[config.mk]
export PLATFORM = sky130hd
export DESIGN_NAME = dff_pipeline_flat
export DESIGN_NICKNAME = d
export VERILOG_FILES = /design/src/rtl/dff_pipeline_if.sv /design/src/rtl/dff_pipeline.sv /design/src/flat_wrapper.sv
export SDC_FILE = /design/constraint.sdc
export NUM_CORES = 1
export LEC_CHECK = 0
export ABC_AREA = 1
export CORE_UTILIZATION = 50
export CTS_BUF_LIST = sky130_fd_sc_hd__clkbuf_2 sky130_fd_sc_hd__clkbuf_4 sky130_fd_sc_hd__clkbuf_8
export DETAILED_ROUTE_END_ITERATION = 6
export GPL_TIMING_DRIVEN = 1
export PLACE_DENSITY = 0.85
export SKIP_LAST_GASP = 1
export SYNTH_ARGS = -nofsm -noshare
export SYNTH_HDL_FRONTEND = slang
export SYNTH_SLANG_ARGS = --single-unit
[constraint.sdc]
create_clock -name clk -period 5.29 [get_ports clk]
set_input_delay 0.7935 -clock clk [delete_from_list [all_inputs] [get_ports clk]]
set_output_delay 0.7935 -clock clk [all_outputs]
set_load 0.01 [all_outputs]
[src/rtl/dff_pipeline_if.sv]
// Handshake bundle for dff_pipeline: upstream valid/ready/data, downstream
// valid/ready/data, flush control and occupancy status.
interface dff_pipeline_if #(
  parameter int WIDTH = 8,
  parameter int DEPTH = 4
);
  localparam int CNT_W = $clog2(DEPTH + 1);

  logic             in_valid;
  logic             in_ready;
  logic [WIDTH-1:0] d;
  logic             out_valid;
  logic             out_ready;
  logic [WIDTH-1:0] q;
  logic             flush;
  logic [CNT_W-1:0] occupancy;

  modport master (
    output in_valid, d, out_ready, flush,
    input  in_ready, out_valid, q, occupancy
  );

  modport slave (
    input  in_valid, d, out_ready, flush,
    output in_ready, out_valid, q, occupancy
  );
endinterface

[src/rtl/dff_pipeline.sv]
// Elastic register pipeline: DEPTH stages of WIDTH-bit data with per-stage valid,
// valid/ready on both ends, bubble collapsing, synchronous flush and occupancy.
module dff_pipeline #(
  parameter int               WIDTH     = 8,
  parameter int               DEPTH     = 4,
  parameter logic [WIDTH-1:0] RESET_VAL = '0
) (
  input  logic          clk,
  input  logic          rst_n,
  dff_pipeline_if.slave bus
);
  localparam int CNT_W = $clog2(DEPTH + 1);

  logic [WIDTH-1:0] data     [DEPTH];
  logic [WIDTH-1:0] src_data [DEPTH];
  logic [DEPTH-1:0] vld;
  logic [DEPTH-1:0] src_vld;
  logic [DEPTH-1:0] adv;
  logic [CNT_W-1:0] count;
  logic             push;
  logic             pop;

  // A stage may load when it is empty or when every stage downstream of it moves.
  always_comb begin
    logic room;
    room = bus.out_ready;
    adv  = '0;
    for (int i = DEPTH - 1; i >= 0; i--) begin
      room   = room | ~vld[i];
      adv[i] = room;
    end
  end

  assign bus.in_ready = rst_n & ~bus.flush & adv[0];
  assign push         = bus.in_valid & bus.in_ready;
  assign pop          = vld[DEPTH-1] & bus.out_ready & ~bus.flush;

  always_comb begin
    src_vld     = '0;
    src_vld[0]  = push;
    src_data[0] = bus.d;
    for (int i = 1; i < DEPTH; i++) begin
      src_vld[i]  = vld[i-1];
      src_data[i] = data[i-1];
    end
  end

  // Data only moves with a valid word so an emptied output keeps its last value.
  always_ff @(posedge clk or negedge rst_n) begin
    if (!rst_n) begin
      vld   <= '0;
      count <= '0;
      for (int i = 0; i < DEPTH; i++) data[i] <= RESET_VAL;
    end else if (bus.flush) begin
      vld   <= '0;
      count <= '0;
    end else begin
      for (int i = 0; i < DEPTH; i++) begin
        if (adv[i]) begin
          vld[i] <= src_vld[i];
          if (src_vld[i]) data[i] <= src_data[i];
        end
      end
      if (push && !pop)      count <= count + CNT_W'(1);
      else if (!push && pop) count <= count - CNT_W'(1);
    end
  end

  assign bus.out_valid = vld[DEPTH-1];
  assign bus.q         = data[DEPTH-1];
  assign bus.occupancy = count;
endmodule

[src/flat_wrapper.sv]
// flat-port wrapper written by rule: the top's interface ports become plain ports
module dff_pipeline_flat 
#(
  parameter int               WIDTH     = 8,
  parameter int               DEPTH     = 4,
  parameter logic [WIDTH-1:0] RESET_VAL = '0
)
  (clk, rst_n, bus_in_valid, bus_d, bus_out_ready, bus_flush, bus_in_ready, bus_out_valid, bus_q, bus_occupancy);
  dff_pipeline_if #(.WIDTH(WIDTH), .DEPTH(DEPTH)) bus_i ();
  input  logic clk;
  input  logic rst_n;
  input wire logic [$bits(bus_i.in_valid)-1:0] bus_in_valid;
  input wire logic [$bits(bus_i.d)-1:0] bus_d;
  input wire logic [$bits(bus_i.out_ready)-1:0] bus_out_ready;
  input wire logic [$bits(bus_i.flush)-1:0] bus_flush;
  output wire logic [$bits(bus_i.in_ready)-1:0] bus_in_ready;
  output wire logic [$bits(bus_i.out_valid)-1:0] bus_out_valid;
  output wire logic [$bits(bus_i.q)-1:0] bus_q;
  output wire logic [$bits(bus_i.occupancy)-1:0] bus_occupancy;
  assign bus_i.in_valid = bus_in_valid;
  assign bus_i.d = bus_d;
  assign bus_i.out_ready = bus_out_ready;
  assign bus_i.flush = bus_flush;
  assign bus_in_ready = bus_i.in_ready;
  assign bus_out_valid = bus_i.out_valid;
  assign bus_q = bus_i.q;
  assign bus_occupancy = bus_i.occupancy;
  dff_pipeline #(.WIDTH(WIDTH), .DEPTH(DEPTH), .RESET_VAL(RESET_VAL)) u_core (.clk(clk), .rst_n(rst_n), .bus(bus_i));
endmodule
==> After elaboration in Yosys (flattened, before gate mapping) <==
Index checks and enable logic that the tools add are counted.
{ "classes": {"n_reduce_logical": 13, "addsub": 2, "n_mux": 8, "n_bitwise": 14} }
{ "ops": {"columns": ["op", "n"], "rows": [
  ["AND reduction 3 bit", 4],
  ["2-to-1 mux 3 bit", 3],
  ["nonzero test 2 bit", 4],
  ["bitwise AND 1 bit", 5],
  ["inverter 1 bit", 5],
  ["2-to-1 mux 1 bit", 4],
  ["2-to-1 mux 4 bit", 1],
  ["OR 1 bit", 4],
  ["adder 3 x 1 -> 3 bit (second input constant)", 1],
  ["nonzero test 3 bit", 1],
  ["subtractor 3 x 1 -> 3 bit (second input constant)", 1],
  ["logical AND 1 bit", 2],
  ["zero test 1 bit", 2]
]} }
{ "word_totals": {"output_inout_bits": 13, "regBits": 39} }

==> Logic depth before layout (Yosys ltp) <==
{ "logic_depth": {"depth_word": 12, "ltp_mapped": 13} }

==> Worst setup path before layout <==
OpenSTA, ideal clock, no wires.
{ "synth_path": {"path_kind": "in2reg", "start": "in bus_out_ready", "end": "reg u_core.count[2] (netlist: u_core.bus.occupancy[2])", "required_time_ns": 5.174, "setup_slack_ns": 3.110, "setup_ns": 0.116, "path_buffers": 1, "arrival_ns": 2.064, "cell_stages": 12, "cell_sequence": "nor2_4 > nand4_4 > nand3_2 > buf_6 > nor2_4 > fa_1 > xnor2_1 > inv_1 > nand2_1 > nand2_1 > nand2_1 > nand2_1"} }
{ "synth_via": {"elab_chain_len": 9, "elab_cells_between_ends": 15} }
{ "synth_lines": {"columns": ["item", "line", "text"], "rows": [
  ["start: declaration", "flat_wrapper.sv:14", "input wire logic [$bits(bus_i.out_ready)-1:0] bus_out_ready;"],
  ["OR 1 bit (4 in a row)", "dff_pipeline.sv:29", "room = room | ~vld[i];"],
  ["bitwise AND 1 bit", "dff_pipeline.sv:34", "assign bus.in_ready = rst_n & ~bus.flush & adv[0];"],
  ["bitwise AND 1 bit", "dff_pipeline.sv:35", "assign push = bus.in_valid & bus.in_ready;"],
  ["logical AND 1 bit / zero test 1 bit (equally long branches)", "dff_pipeline.sv:64, dff_pipeline.sv:65", null],
  ["2-to-1 mux 3 bit / logical AND 1 bit (equally long branches)", "dff_pipeline.sv:64, dff_pipeline.sv:65", null],
  ["2-to-1 mux 3 bit / nonzero test 3 bit (equally long branches)", null, null],
  ["end signal: assignment", "dff_pipeline.sv:64", "if (push && !pop) count <= count + CNT_W'(1);"],
  ["end signal: assignment", "dff_pipeline.sv:65", "else if (!push && pop) count <= count - CNT_W'(1);"],
  ["end: declaration", "dff_pipeline.sv:19", "logic [CNT_W-1:0] count;"]
]} }
Several ways; a longest one is shown, not always the timed one.
A chain may end at the register's enable or synchronous reset.

==> Worst setup path after layout <==
{ "layout_path": {"start": "in rst_n", "end": "out bus_in_ready"} }
{ "layout_via": {"elab_chain_len": 2} }
{ "layout_lines": {"columns": ["item", "line", "text"], "rows": [
  ["start: declaration", "flat_wrapper.sv:11", "input logic rst_n;"],
  ["bitwise AND 1 bit (2 in a row)", "dff_pipeline.sv:34", null],
  ["end: declaration", "flat_wrapper.sv:16", "output wire logic [$bits(bus_i.in_ready)-1:0] bus_in_ready;"]
]} }
Every way passes these cells.

==> flow_summary.json <==
{
  "synth.yosys.seq_area_share_pct": 56.60,
  "avgSynthCellArea_sq_um": 9.632,
  "ctsHoldBuffers": 0,
  "dp_hpwl_um": 1842,
  "layout.nets": 211,
  "final_core_util_pct": 63.25,
  "hold_violations": 0,
  "worst_pin_slew_ps": 817.6,
  "wl_per_cell_um": 10.42,
  "core-area_sq_um": 3153,
  "clk_pin_slew_worst_paths_ps": 110,
  "vias": 1123,
  "die-width_um": 60.72,
  "synth_warnings": 0,
  "wirelength_um": 2522,
  "post-cts-setup-buffers": 0,
  "r2r_slack_ps": 3260,
  "synth_area_leaders": "dfrtp_1, nand2_1, o21ai_0",
  "area_growth_pct": 15.67,
  "crit_fanout": 40,
  "clockRootBuffer": "clkbuf_4",
  "drive_gt1_share_pct": 11.11,
  "p_leak_nw": 0.9826,
  "grt_max_degree": 41,
  "dieArea_sq_um": 3687,
  "rr_endpoint": "u_core.bus.occupancy[2]",
  "routed_via_density": 4.640,
  "cp.required_ps": 4500,
  "synthesis.instances": 179,
  "clk_path_buf_depth": 2,
  "worstSetupPathType": "input port to primary output",
  "path_depth": 5,
  "synth_fp_nets": 193,
  "cts-htree-levels": 2,
  "drc_errors": 0,
  "startpoint_type": "input port",
  "drtIter0Drc": 16,
  "ys_types": 22,
  "reg2reg_depth": 12,
  "yosys.area.top_type": "dfrtp_1",
  "gp_congestion": 0.7835,
  "cts.sinks": 39,
  "hold_start": "u_core.bus.q[3]",
  "tns_ps": 0,
  "ir_worst_vdd_mv": 0.2696,
  "antenna_found_initial": 0,
  "hold_class": "flop to flop",
  "slowest_delay_ps": 620,
  "grt_pass1_vias": 1036,
  "rsz0062_at_grt": "false",
  "max_slew_margin_pct": 45.49,
  "slew_viol_final": 0,
  "outcome": "complete, no violations",
  "cts_tree": "yes",
  "endpoint": "bus_in_ready",
  "period_share_pct": 60.49,
  "max_freq_mhz": 312.5,
  "drt_pass1_iterations": 4,
  "num_rows": 20,
  "cp_slowest_cell": "buf_2",
  "max_cap_violations": 0,
  "critPathTopFamily": "buffers and inverters",
  "final_cell_mix": "dfrtp_1, nand2_1, inv_1, clkdlybuf4s50_1, o21ai_0",
  "critPathBufInv": 3,
  "yosysTopAreaCellShare_pct": 56.60,
  "fin_skew_ps": 6.386,
  "period_minus_slack_ps": 3200,
  "io_pins": 26,
  "antenna_cells": 0,
  "overflow": 0,
  "cts_buffers": 5,
  "grt_usage_pct": 17.05,
  "r2r-start": "u_core.vld[3]",
  "crit_path_end_kind": "primary output",
  "port_buffers": 25,
  "ys_ff_latch": 39,
  "ant_nets": 0,
  "initial_utilization_pct": 54.68,
  "final_common_cell": "dfrtp_1",
  "cts_resized": 0,
  "n_fill_cell": 273,
  "crit_chain": "buf_2 -> inv_1 -> nor2_4 -> and2_1 -> clkdlybuf4s50_1",
  "synthesis.area_sq_um": 1724,
  "p_per_area_nw_per_um2": 362.9,
  "startpoint": "rst_n",
  "grt_pass1_wl_um": 4360,
  "finalSetupViolations": 0,
  "dieHeight_um": 60.72,
  "worstPathArrival_ps": 2410,
  "clkLatencyLatePin_ps": 350
}
[worst register-to-register path, stage by stage (launching register included)]
cell     delay, ps
dfrtp_1        400
inv_2           60
nor2_4         130
nand4_4        110
nand3_2        340
nor2_4          60
fa_1           380
xnor2_1        180
inv_1           50
nand2_1         60
nand2_1         50
nand2_1         60
nand2_1         50
[synth_stat cells, drive strengths merged]
cell type / number
a21oi: 17
and2: 1
buf: 12
clkbuf: 2
dfrtp: 39
fa: 1
inv: 26
nand2: 31
nand3: 5
nand4: 2
nor2: 20
o21ai: 22
xnor2: 1
[power breakdown]
part / switching (mW) / internal (mW)
Sequential: 0.0256 / 0.358
Combinational: 0.0721 / 0.0734
Clock: 0.0950 / 0.0993
[cells by family after synthesis]
family,count (synthesis),synth area share [%]
adders and majority gates,1,1.161
and+or+nand+nor,59,17.42
AOI/OAI and AO/OA,39,12.19
xor gates and xnor gates,1,0.5081
DFF,39,56.60
buffers and inverters,40,12.12
[layer usage]
metal  routed length, um  track usage, %
met1                1173           19.18
met2                1179           27.94
met3                 104           6.397
met4                  65           9.740
met5                   0               0
[flip-flops by register name, indices dropped and copies added, names as in the netlist]
register	cells
u_core.vld	4
u_core.data	24
u_core.bus.q	8
u_core.bus.occupancy	3
[worst min-delay path by stage]
stage	end	slack (ps)	cells past startpoint
global placement	u_core.bus.q[5]	470	2
global route	u_core.bus.q[3]	520	2
CTS	u_core.bus.q[0]	500	2
finish	u_core.bus.q[3]	490	2
detailed placement	u_core.bus.q[0]	470	2
floorplan	u_core.data[16]	450	2
[layout make-up]
type	instances	area [sq um]	share of cell area, %
clock inverters	3	43.79	2.196
multi-input cells	100	539.3	27.04
flip-flops and latches	39	975.9	48.93
clock buffers	5	37.54	1.882
repair buffers	25	245.2	12.30
well taps	44	55.05	2.760
inverters	26	97.59	4.893
[per-stage QoR]
step	cell area, sq um	setup slack [ps]	power, mW	std cells	hold slack, ps
floorplan	1724	3110	0.4900	179	453.7
global placement	1913	2070	0.5279	234	466.0
detailed placement	1913	2031	0.5384	234	472.6
CTS	1994	2028	0.7350	242	500.5
global route	1994	1877	0.7753	242	523.5
finish	1994	2090	0.7239	242	493.1
(Power assumes the default switching activity.)
